===== config.mk =====
export PLATFORM = sky130hd
export DESIGN_NAME = mse_accumulator
export DESIGN_NICKNAME = d
export VERILOG_FILES = /design/src/rtl/mse_accumulator.sv
export SDC_FILE = /design/constraint.sdc
export NUM_CORES = 1
export LEC_CHECK = 0
export ABC_AREA = 1
export CAP_MARGIN = 30
export CORE_MARGIN = 2
export CORE_UTILIZATION = 55
export DETAILED_ROUTE_END_ITERATION = 7
export HOLD_SLACK_MARGIN = 0.03
export PLACE_DENSITY_LB_ADDON = 0.05
export SLEW_MARGIN = 20
export SYNTH_ARGS = -nofsm -noshare
export SYNTH_HDL_FRONTEND = slang
export SYNTH_SLANG_ARGS = --single-unit

===== constraint.sdc =====
create_clock -name clk -period 11.05 [get_ports clk]
set_input_delay 2.21 -clock clk [delete_from_list [all_inputs] [get_ports clk]]
set_output_delay 2.21 -clock clk [all_outputs]
set_load 0.1 [all_outputs]

===== src/rtl/mse_accumulator.sv =====
// Streaming mean-squared-error stage: squares (y_apx - y_ref) over a window of 2^LOG2_N counted samples.
// Optional running |error| maximum on the max_err port when MSE_MAXERR_EN is defined.
module mse_accumulator #(
  parameter int DATA_W = 16,
  parameter int LOG2_N = 10,
  parameter int SKIP   = 9
) (
  input  logic                         clk,
  input  logic                         rstN,
  input  logic                         start,
  input  logic                         in_valid,
  input  logic [DATA_W-1:0]            y_apx,
  input  logic [DATA_W-1:0]            y_ref,
  output logic                         busy,
  output logic                         done,
  output logic [2*DATA_W+LOG2_N-1:0]   sse,
  output logic [2*DATA_W-1:0]          mse
`ifdef MSE_MAXERR_EN
  ,output logic [DATA_W:0]             max_err
`endif
);

  localparam int ACC_W  = 2*DATA_W + LOG2_N;
  localparam int SKIP_W = (SKIP > 0) ? $clog2(SKIP + 1) : 1;

  typedef enum logic [1:0] {S_IDLE, S_RUN, S_DRAIN, S_DONE} state_e;

  state_e              state_q, state_d;
  logic                drain_q;
  logic                done_q;
  logic [SKIP_W-1:0]   skip_q;
  logic [LOG2_N-1:0]   cnt_q;

  logic                start_acc;
  logic                accept;
  logic                counted;
  logic                last;

  // Start is ignored during the done cycle too, since busy is still high there.
  assign start_acc = (state_q == S_IDLE) && start && !done_q;
  assign accept    = (state_q == S_RUN) && in_valid;
  assign counted   = accept && (skip_q == SKIP_W'(SKIP));
  assign last      = counted && (cnt_q == {LOG2_N{1'b1}});

  always_comb begin
    state_d = state_q;
    case (state_q)
      S_IDLE:  if (start_acc) state_d = S_RUN;
      S_RUN:   if (last) state_d = S_DRAIN;
      S_DRAIN: if (drain_q) state_d = S_DONE;
      S_DONE:  state_d = S_IDLE;
      default: state_d = S_IDLE;
    endcase
  end

  always_ff @(posedge clk or negedge rstN) begin
    if (!rstN) begin
      state_q <= S_IDLE;
      drain_q <= 1'b0;
      done_q  <= 1'b0;
      skip_q  <= '0;
      cnt_q   <= '0;
    end else begin
      state_q <= state_d;
      drain_q <= (state_q == S_DRAIN) && !drain_q;
      done_q  <= (state_q == S_DONE);
      if (start_acc) begin
        skip_q <= '0;
        cnt_q  <= '0;
      end else begin
        if (accept && !counted) skip_q <= skip_q + 1'b1;
        if (counted) cnt_q <= cnt_q + 1'b1;
      end
    end
  end

  // Pipeline: S1 difference, S2 square, S3 accumulate.
  logic [DATA_W:0]     d_q;
  logic                v1_q;
  logic [DATA_W:0]     abs_d;
  logic [2*DATA_W-1:0] abs_ext;
  logic [2*DATA_W-1:0] sq_d, sq_q;
  logic                v2_q;
  logic [ACC_W-1:0]    acc_q;
  logic [ACC_W-1:0]    sse_q;
  logic [2*DATA_W-1:0] mse_q;

  assign abs_d   = d_q[DATA_W] ? (~d_q + 1'b1) : d_q;
  assign abs_ext = {{(DATA_W-1){1'b0}}, abs_d};
  assign sq_d    = abs_ext * abs_ext;

  always_ff @(posedge clk or negedge rstN) begin
    if (!rstN) begin
      d_q   <= '0;
      v1_q  <= 1'b0;
      sq_q  <= '0;
      v2_q  <= 1'b0;
      acc_q <= '0;
      sse_q <= '0;
      mse_q <= '0;
    end else begin
      d_q  <= {y_apx[DATA_W-1], y_apx} - {y_ref[DATA_W-1], y_ref};
      v1_q <= counted;
      sq_q <= sq_d;
      v2_q <= v1_q;
      if (start_acc) acc_q <= '0;
      else if (v2_q) acc_q <= acc_q + {{LOG2_N{1'b0}}, sq_q};
      if (state_q == S_DONE) begin
        sse_q <= acc_q;
        mse_q <= acc_q[ACC_W-1:LOG2_N];
      end
    end
  end

`ifdef MSE_MAXERR_EN
  logic [DATA_W:0] abs_q;
  logic [DATA_W:0] max_q;
  logic [DATA_W:0] max_err_q;

  always_ff @(posedge clk or negedge rstN) begin
    if (!rstN) begin
      abs_q     <= '0;
      max_q     <= '0;
      max_err_q <= '0;
    end else begin
      abs_q <= abs_d;
      if (start_acc) max_q <= '0;
      else if (v2_q && (abs_q > max_q)) max_q <= abs_q;
      if (state_q == S_DONE) max_err_q <= max_q;
    end
  end

  assign max_err = max_err_q;
`endif

  assign busy = (state_q != S_IDLE) || done_q;
  assign done = done_q;
  assign sse  = sse_q;
  assign mse  = mse_q;

endmodule


== After elaboration in Yosys (flattened, before gate mapping) ==
Index checks and enable logic that the tools add are counted.

* Flip-flop bits (word level): 185
* Bits of input ports: 36
* Output and inout port bits: 76
* Logic and storage cells: 55

* Add/sub/neg operators: 5
* Multiply operators: 1
* Eq/ne operators: 8
* Mux-type cells: 11
* Bitwise operators: 1
* Reduce and logical (&&, ||, !) cells: 17

{| class="wikitable"
|+ Operators by type and width
! cell !! number
|-
| 2-to-1 mux 42 bit || 2
|-
| adder 42 x 32 -> 42 bit || 1
|-
| multiplier 17 x 17 -> 32 bit || 1
|-
| 2-to-1 mux 10 bit || 2
|-
| adder 17 x 1 -> 17 bit (second input constant) || 1
|-
| 2-to-1 mux 17 bit || 1
|-
| inverter 17 bit || 1
|-
| subtractor 16 x 16 -> 17 bit || 1
|-
| adder 10 x 1 -> 10 bit (second input constant) || 1
|-
| equality test 10 bit (second input constant) || 1
|-
| 2-to-1 mux 4 bit || 2
|-
| case mux 2 bit (4 select lines) || 1
|-
| nonzero test 2 bit || 4
|-
| logical AND 1 bit || 7
|-
| 2-to-1 mux 2 bit || 3
|-
| inequality test 2 bit (second input constant) || 3
|-
| adder 4 x 1 -> 4 bit (second input constant) || 1
|-
| equality test 2 bit (second input constant) || 2
|-
| equality test 4 bit (second input constant) || 1
|-
| zero test 1 bit || 3
|-
| AND reduction 3 bit || 1
|-
| equality test 2 x 1 -> 1 bit (second input constant) || 1
|-
| zero test 2 bit || 1
|-
| logical OR 1 bit || 1
|}

== Logic depth before layout (Yosys ltp) ==
Gate-level depths: netlist of run 1.

* Depth after elaboration: 7
* Gate-level depth with buffers: 34
* Gate-level depth less buffers: 34

== Worst setup path after synthesis of run 1 ==
Ideal clock, no wire load.

* Kind: register to register
* Start point: register d_q[0]
* End point: register sq_q[21]
* Data arrival time: 6.342 ns
* Required time: 10.971 ns
* Path slack: 4.629 ns
* Stages on the path, launching flop included: 32
* Clock period less this slack: 6.421 ns
* Path through: dfrtp_1 inv_2 buf_2 ha_1 nand2_1 nor2_4 nand3_4 nand2_2 nand2_1 nand2_2 nand2_4 inv_4 buf_6 nor2_1 fa_1 inv_1 fa_1 inv_1 fa_1 fa_1 fa_1 inv_1 fa_1 inv_1 ha_1 nand2_1 nor2_1 inv_1 nor3_1 nand3_1 o21ai_0 xor2_1

* Cells in the longest elaborated chain, start to end: 4

{| class="wikitable"
|+ RTL lines
! item !! RTL line !! RTL
|-
| start: declaration || 78 || <nowiki>logic [DATA_W:0] d_q;</nowiki>
|-
| start signal: assignment || 102 || <nowiki>d_q <= {y_apx[DATA_W-1], y_apx} - {y_ref[DATA_W-1], y_ref};</nowiki>
|-
| inverter 17 bit || 88 || <nowiki>assign abs_d = d_q[DATA_W] ? (~d_q + 1'b1) : d_q;</nowiki>
|-
| adder 17 x 1 -> 17 bit || 88 ||
|-
| 2-to-1 mux 17 bit (*) || 88 ||
|-
| multiplier 17 x 17 -> 32 bit (*) || 90 || <nowiki>assign sq_d = abs_ext * abs_ext;</nowiki>
|-
| named net sq_d[21] || 82 || <nowiki>logic [2*DATA_W-1:0] sq_d, sq_q;</nowiki>
|-
| end signal: assignment || 104 || <nowiki>sq_q <= sq_d;</nowiki>
|-
| end: declaration || 82 ||
|}

Mark *: on every way through the listed nets, which the timed path passes. The rest lies on a longest branch.
A chain may end at the register's enable or synchronous reset.

== Worst setup path after layout of run 1 ==
Ends and elaborated chain as after synthesis.

==> flow_summary_export.csv, run 1 <==
group,metric,value,unit
status,outcome,"finished clean",
worst_setup_path,critPathArrivalTime,7.89,ns
die,rows,65,
layout,diodes,0,
cts,h-tree-depth,4,
die,start_util,0.560,
layout,syn_to_final_growth,10.9,%
sta,slew_headroom,0.340,
cts,cts_setup_buffers,0,
sta,hold_viol,0,
synthesis,yosys_register_bits,152,
worst_setup_path,r2r_setup_slack,3.53,ns
synthesis,syn_avg_cell_area,7.89,sq um
cts,worstSkewPairLatency,0.46,ns
place,io_buffers,111,
sta,finClkSkew,0.0136,ns
worst_setup_path,setup.worst_path.class,"reg2reg",
drt,antenna_left,0,
sta,fin_crit_sh,0.681,
worst_setup_path,cp.required,11.41,ns
layout,postLayoutCoreUtil,0.621,
place,place_congestion,0.959,
grt,grt_antenna_before_repair,1,
sta,setup_tns,0,ns
drt,routed_wl,44700,um
synthesis,ys_async_sr_fraction,1.00,
hold_path,hp-class,"reg2reg",
place,place_ws,3.71,ns
grt,track_usage,0.282,
grt,grt_pass1_wl,73900,um
worst_setup_path,end_kind,"flip-flop",
layout,nFillCells,2857,
cts,clkTransAtPathRegs,0.07,ns
die,dieArea,0.0336,sq mm
grt,overflow,0,
sta,rsz0062_at_grt,"false",
worst_setup_path,worstPathMaxFanout,17,
layout,nNetsFinal,2710,
drt,drc,0,
sta,min_period,7.52,ns
worst_setup_path,startpoint_type,"flip-flop",
sta,setup_slack,3.53,ns
place,hpwl,37300,um
hold_path,hold_path_startpoint,"v1_q",
die,die_x,183,um
grt,grt_pass1_vias,15086,
drt,dr.pass1.iters,6,
layout,multiInputGateArea,0.0116,sq mm
worst_setup_path,r2r.worst_path.cells,25,
cts,hold_buffers,0,
hold_path,holdPathEnd,"v2_q",
synthesis,synth_edf_count,0,
cts,cts-resized-gates,0,
synthesis,synth.distinct_cells,56,
hold_path,hold_depth,0,
cts,cts_made_buffers,17,
sta,fmax,0.133,GHz
die,coreArea,0.0316,sq mm
drt,vias_per_cell,5.27,
cts,cts_tree,"built",
sta,finalSetupViolCount,0,
synthesis,synth-main-ff-cell,"dfrtp_1",
grt,grt_max_degree,82,
drt,drt-initial-drc-count,973,
synthesis,syn-cell-area,0.0177,sq mm
cts,clock-root-buffer,"clkbuf_16",
sta,tightest_slew,0.986,ns
drt,wl_per_cell,16.3,um
synthesis,ys_seq_area_frac,0.215,
cts,clk_path_buf_depth,2,
flow_run,maxCapViolations,0,
worst_setup_path,timing.rr.end,"sq_q[21]",
layout,drive_above_1_share,0.0585,
die,io_pins,112,
drt,vias,14451,
worst_setup_path,rr_startpoint,"d_q[0]",
cts,cts_sinks,152,
synthesis,synthCells,2238,
layout,register_area,0.00380,sq mm
die,chipHeight,183,um
synthesis,synth_warnings,0,
sta,drv_slew,0,
==> synth_stat cells, drive strengths merged, types with 11 or more instances <==
library cell	instances	area [sq um]
nor2	233	997
ha	153	1910
inv	498	1880
nand3	83	433
fa	193	3860
clkbuf	15	56.3
o21ai	76	403
nand2	494	1910
buf	41	309
mux2	28	315
o21bai	11	82.6
a21oi	115	576
xor2	35	307
dfrtp	152	3800
xnor2	16	178
nand4	14	87.6
nor3	22	120
==> per-stage QoR <==
stage | cells | hold WS, ns | instance area, sq um
floorplan | 2247 | 0.331 | 17700
global placement | 2710 | 0.337 | 19000
detailed placement | 2710 | 0.339 | 19000
CTS | 2742 | 0.357 | 19600
global route | 2743 | 0.361 | 19600
finish | 2743 | 0.354 | 19600
==> placed cells by master (no fill, tap or decap), drive strengths merged, types with 6 or more instances in the layout <==
cell	n
nand3	83
nor2	233
o21ai	76
a21oi	115
o21bai	11
a21o	6
clkdlybuf4s50	110
conb	11
xor2	35
xnor2	16
nand4	14
mux2	28
nand2	494
a21boi	8
buf	8
ha	153
clkbuf	18
dfrtp	152
nor3	22
inv	504
fa	193
nand3b	8
==> routing by layer <==
| layer | wire [um] | up-vias | GRT usage |
|---|---|---|---|
| li1 | - | 7001 | - |
| met1 | 18100 | 6902 | 0.329 |
| met2 | 23100 | 430 | 0.521 |
| met3 | 1540 | 116 | 0.0290 |
| met4 | 1840 | 2 | 0.131 |
| met5 | 13 | - | 0 |
==> state kept, by name (all words and copies together), names as in the netlist <==
| signal | count |
|---|---|
| acc_q | 42 |
| cnt_q | 10 |
| d_q | 17 |
| done | 1 |
| drain_q | 1 |
| skip_q | 4 |
| sq_q | 31 |
| sse | 42 |
| state_q | 2 |
| v1_q | 1 |
| v2_q | 1 |
==> cells by family after synthesis <==
group / share of synthesized area
AOI/OAI and AO/OA: 0.0757
xor gates and xnor gates: 0.0274
adders and majority gates: 0.327
buffers and inverters: 0.128
DFF: 0.215
muxes: 0.0184
other: 0.000425
and+or+nand+nor: 0.208
==> final cells by class <==
type	instances	share of cell area
Clock buffer	18	0.0224
Tap cell	402	0.0257
Inverter	499	0.0963
Multi-Input combinational cell	1540	0.594
Timing Repair Buffer	118	0.0604
Clock inverter	14	0.00689
Sequential cell	152	0.194
==> how the worst max path moves through the flow <==
stage / from / to / slack [ns] / cells after the start
final: d_q[0] / sq_q[21] / 3.53 / 25
after global routing: d_q[0] / sq_q[27] / 3.09 / 26
after CTS: d_q[0] / sq_q[21] / 3.67 / 26
after detailed placement: d_q[0] / sq_q[21] / 3.71 / 26
after global placement: d_q[0] / sq_q[21] / 3.87 / 25
after floorplan: d_q[0] / sq_q[21] / 4.63 / 31
==> worst max-delay path: stages, from the launching register on <==
cell      delay [ns]
dfrtp_1         0.44
inv_2           0.32
ha_1            0.26
nand2_1         0.14
o211ai_1        0.23
nand2_2         0.25
inv_1           0.41
nor2_1          0.18
fa_1            0.55
inv_1           0.06
fa_1            0.54
inv_1           0.06
fa_1            0.52
fa_1            0.46
fa_1            0.57
inv_1           0.06
fa_1            0.52
inv_1           0.04
ha_1            0.34
nand2_1         0.14
nor2_1          0.19
inv_1           0.08
nor3_1          0.30
nand3_1         0.11
o21ai_0         0.43
xor2_1          0.21
Power of run 1 is not shown: default switching activity piles up to over one toggle a cycle in this logic, so the estimate is an artifact.
==> run 2, diff against run 1 <==
Clock period 11.05 ns to 6.5 ns, I/O delays scaled along.
==> run 2 against run 1 <==
Compared with the run above:
- fmax up 20%
- routed wire length increased by 1.2%
- setup slack lost 3.3 ns
- non-clock buffer count rose by 87
- register-to-register slack lost 3.3 ns
- count of clock-buffer cells in the layout is 1 lower
- sequential share of layout area is 1.1 points lower
- hold slack worse by 0.0067 ns
- sequential cell count stayed put
- final cell count up 3.2%
- largest cell class unchanged
==> flow_summary_export.csv, run 2 (same netlist as run 1, synthesis figures left out) <==
group,metric,value,unit
status,outcome,"finished clean",
sta,drv_slew,0,
worst_setup_path,startpoint_type,"flip-flop",
layout,final_cells,2830,
drt,wl_per_cell,16.0,um
grt,track_usage,0.282,
place,dpl.cell_count,2787,
die,start_util,0.560,
cts,worstSkewPairLatency,0.45,ns
cts,cts_tree,"built",
layout,drive_above_1_share,0.127,
worst_setup_path,critical_path.slowest_cell,"fa_2",
drt,vias_per_cell,5.17,
drt,routed_wl,45200,um
cts,cts_made_buffers,17,
layout,final_cell_mix,"inv_1 (472), nand2_1 (459), nor2_1 (188), fa_1 (188), dfrtp_1 (152)",
sta,min_period,6.28,ns
sta,finalSetupViolCount,0,
sta,finClkSkew,0.0164,ns
grt,grt_pass1_wl,73900,um
cts,clk_path_buf_depth,2,
die,chipHeight,183,um
worst_setup_path,worstPathMaxFanout,5,
drt,drc,0,
cts,hold_buffers,0,
worst_setup_path,critPathArrivalTime,6.60,ns
flow_run,maxCapViolations,0,
sta,fin_crit_sh,0.966,
hold_path,hp-class,"reg2reg",
place,hpwl,37900,um
sta,tightest_slew,0.981,ns
hold_path,hold_depth,0,
worst_setup_path,cp.required,6.82,ns
die,die_x,183,um
drt,drt-initial-drc-count,769,
place,io_buffers,111,
die,coreArea,0.0316,sq mm
cts,clkTransAtPathRegs,0.07,ns
grt,grt_max_degree,100,
worst_setup_path,end_kind,"flip-flop",
die,rows,65,
cts,h-tree-depth,4,
worst_setup_path,rr_startpoint,"d_q[0]",
sta,fmax,0.159,GHz
worst_setup_path,critPathMaxStageDelay,0.57,ns
die,dieArea,0.0336,sq mm
worst_setup_path,crit_start,"d_q[0]",
worst_setup_path,r2r.worst_path.cells,28,
drt,antenna_left,0,
layout,nFillCells,2764,
sta,slew_headroom,0.344,
drt,vias,14639,
worst_setup_path,cp_common_cell,"fa_1",
sta,hold_viol,0,
die,io_pins,112,
worst_setup_path,setup.worst_path.class,"reg2reg",
grt,grt_antenna_before_repair,0,
cts,cts_sinks,152,
place,place_congestion,0.956,
layout,syn_to_final_growth,17.7,%
layout,nNetsFinal,2797,
layout,layout_commonest_cell,"inv_1",
hold_path,hold_path_startpoint,"v1_q",
grt,grt_pass1_vias,15063,
grt,overflow,0,
drt,dr.pass1.iters,5,
cts,clock-root-buffer,"clkbuf_16",
layout,diodes,0,
run 2: cell count changes in the layout (fill, tap and decap cells not counted), sizes merged:
| cell | previous run | this run |
|---|---|---|
| clkbuf | 18 | 17 |
| bufinv | 1 | 2 |
| clkinv | 5 | 3 |
| buf | 8 | 95 |
| clkinvlp | 3 | 2 |
| inv | 504 | 507 |
run 2: path summary, 6_finish.rpt:
kind	slack, ns	end
min reg2reg	0.35	v2_q
max in group asynchronous	4.39	sse[15]
max	0.22	sq_q[29]
min	0.35	v2_q
min in group asynchronous	0.68	sse[0]
max reg2reg	0.22	sq_q[29]
run 2: what timing repair did:
item | 4_1_cts | 5_1_grt
buffers inserted | 0 | 9
pin swaps | 2 | 40
resized for setup | 11 | 113
endpoints found under the setup margin | 10 | 19
run 2: final cells by class:
class,count,area [sq um],area share
multi-input cells,1540,12100,0.580
clock inverters,15,194,0.00933
inverters,499,1910,0.0917
flip-flops and latches,152,3800,0.183
repair buffers,205,1900,0.0915
well taps,402,503,0.0242
clock buffers,17,425,0.0205
run 2: critical path: cells and delay by family, from the launching register on:
kind,cells,cell delay [ns]
buffers and inverters,7,0.61
and+or+nand+nor,8,0.79
adders and majority gates,8,3.48
DFF,1,0.39
xor gates and xnor gates,2,0.33
AOI/OAI and AO/OA,3,0.56
run 2: metal layers:
| metal | part of all wire | global-route usage |
|---|---|---|
| met5 | 0 | 0 |
| met4 | 0.042 | 0.111 |
| met3 | 0.034 | 0.0320 |
| met2 | 0.52 | 0.525 |
| met1 | 0.40 | 0.331 |
run 2: metrics by stage:
stage | area (sq um) | setup TNS (ns) | worst slack [ns] | util | hold WS [ns]
2_1_floorplan | 17700 | 0 | 0.0792 | - | 0.331
3_3_place_gp | 19600 | -0.397 | -0.130 | 0.621 | 0.336
3_5_place_dp | 19600 | -0.735 | -0.230 | 0.621 | 0.343
4_1_cts | 20300 | 0 | 0.0173 | 0.642 | 0.350
5_1_grt | 20800 | -0.476 | -0.0818 | 0.659 | 0.353
6_report | 20800 | 0 | 0.219 | 0.659 | 0.348
Power of run 2 is left out for the same reason.
==> run 3, diff against run 2 <==
Settings changed: SETUP_SLACK_MARGIN from default to 0.05.
Clock period 6.5 ns to 5.8 ns, I/O delays scaled along.
==> run 3 against run 2 <==
Compared with the run above:
- the flow now finishes with violations (negative setup slack)
- count of clock-buffer cells in the layout up 1
- utilization up 4.9 points
- die area unchanged
- first-iteration DRC count down 22%
- non-clock buffer count up 107
- critical path type unchanged
==> flow_summary_export.csv, run 3 (same netlist as run 1, synthesis figures left out) <==
group,metric,value,unit
layout,postLayoutCoreUtil,0.708,
cts,cts_made_buffers,17,
sta,drv_slew,0,
grt,grtUsageMet1,0.328,
grt,track_usage,0.286,
sta,tightest_slew,0.981,ns
cts,cts_sinks,152,
worst_setup_path,crit_family,"adder cells",
grt,overflow,0,
layout,drive_above_1_share,0.209,
die,rows,65,
place,place_congestion,0.949,
worst_setup_path,startpoint_type,"flip-flop",
sta,setup_tns,-3.73,ns
drt,wl_per_cell,16.1,um
grt,use_met2,0.548,
layout,diodes,0,
worst_setup_path,cp.required,6.15,ns
layout,syn_to_final_growth,26.5,%
layout,nFillCells,2602,
drt,routed_wl,47200,um
grt,grt_max_degree,69,
flow_run,maxCapViolations,0,
drt,antenna_left,0,
sta,rsz0062_at_grt,"true",
sta,hold_viol,0,
worst_setup_path,end_kind,"flip-flop",
layout,nNetsFinal,2904,
worst_setup_path,critPathMaxStageDelay,0.57,ns
place,io_buffers,111,
sta,fmax,0.163,GHz
die,coreArea,0.0316,sq mm
drt,drc,0,
sta,min_period,6.13,ns
sta,fin_worst_hold_slack,0.357,ns
cts,clk_path_buf_depth,2,
layout,layout_commonest_cell,"inv_1",
die,dieArea,0.0336,sq mm
worst_setup_path,worst-path-buf-inv,9,
die,die_x,183,um
sta,finClkSkew,0.0175,ns
cts,hold_buffers,0,
worst_setup_path,setup.worst_path.class,"reg2reg",
drt,vias_per_cell,5.20,
worst_setup_path,critPathArrivalTime,6.48,ns
grt,met3_usage,0.0286,
cts,cts_tree,"built",
layout,final_cell_mix,"inv_1 (438), nand2_1 (436), fa_1 (190), nor2_1 (179), buf_4 (178)",
grt,grt_pass1_wl,75600,um
drt,drt-initial-drc-count,598,
drt,vias,15265,
die,start_util,0.560,
cts,clkTransAtPathRegs,0.07,ns
drt,dr.pass1.iters,5,
worst_setup_path,worstPathMaxFanout,5,
status,violations,"negative setup slack",
place,hpwl,38800,um
layout,design_area,0.0223,sq mm
sta,slew_headroom,0.344,
grt,top_usage_layer,"met2",
place,dpl_cell_area,0.0206,sq mm
hold_path,hp-class,"reg2reg",
cts,clock-root-buffer,"clkbuf_16",
sta,fin_crit_sh,1.06,
cts,worstSkewPairLatency,0.44,ns
grt,grt_pass1_vias,15656,
die,io_pins,112,
cts,h-tree-depth,4,
sta,finalSetupViolCount,19,
status,outcome,"finished, violations left",
worst_setup_path,critical_path.slowest_cell,"fa_1",
die,chipHeight,183,um
sta,setup_slack,-0.327,ns
grt,grt_antenna_before_repair,0,
[run 3: cell count changes in the layout (fill, tap and decap cells not counted), moves of 12 or more]
| cell | change |
|---|---|
| ha_1 | -14 |
| inv_2 | +36 |
| a21oi_1 | -13 |
| nand2_1 | -23 |
| nand2_4 | +17 |
| inv_1 | -34 |
| ha_4 | +12 |
| buf_4 | +95 |
[run 3: worst register-to-register path: cells and delay by family, from the launching register on]
family / cells / cell delay, ns
flops: 1 / 0.37
fa+ha+maj: 8 / 3.52
xor+xnor: 1 / 0.16
simple gates: 11 / 1.14
buf+inv: 9 / 0.63
compound gates: 1 / 0.23
[run 3: repair_timing]
item,in CTS,in global routing
resized for setup,69,153
endpoints found under the hold margin,0,0
endpoints found under the setup margin,21,22
setup buffers,15,14
pin swaps,49,50
[run 3: area by class of cell]
| class | count | area, sq um | area share |
|---|---|---|---|
| clock buffer | 18 | 439 | 0.0197 |
| clock inverter | 14 | 179 | 0.00801 |
| inverter | 499 | 1920 | 0.0860 |
| multi-input combinational | 1540 | 12700 | 0.570 |
| sequential | 152 | 3800 | 0.170 |
| tap | 402 | 503 | 0.0225 |
| timing repair buffer | 312 | 2760 | 0.123 |
[run 3: layer usage]
| layer | wire length [um] | part of all wire |
|---|---|---|
| met1 | 19200 | 0.41 |
| met2 | 25000 | 0.53 |
| met3 | 1430 | 0.030 |
| met4 | 1580 | 0.034 |
| met5 | 0 | 0 |
[run 3: path summary, 6_finish.rpt]
path / end / depth (start not counted) / slack, ns / start
hold / removal: v2_q / 0 / 0.36 / v1_q
min in group asynchronous: sse[0] / 1 / 0.71 / rstN
setup reg to reg: sq_q[22] / 30 / -0.33 / d_q[1]
setup / recovery: sq_q[22] / 30 / -0.33 / d_q[1]
max in group asynchronous: done / 2 / 3.99 / rstN
hold reg to reg: v2_q / 0 / 0.36 / v1_q
[run 3: metrics by stage]
stage | setup slack [ns] | std cells
after floorplan | -0.143 | 2247
after global placement | -0.288 | 2878
after detailed placement | -0.367 | 2878
after CTS | -0.265 | 2925
after global routing | -0.572 | 2937
final | -0.327 | 2937
Power of run 3 is left out for the same reason.
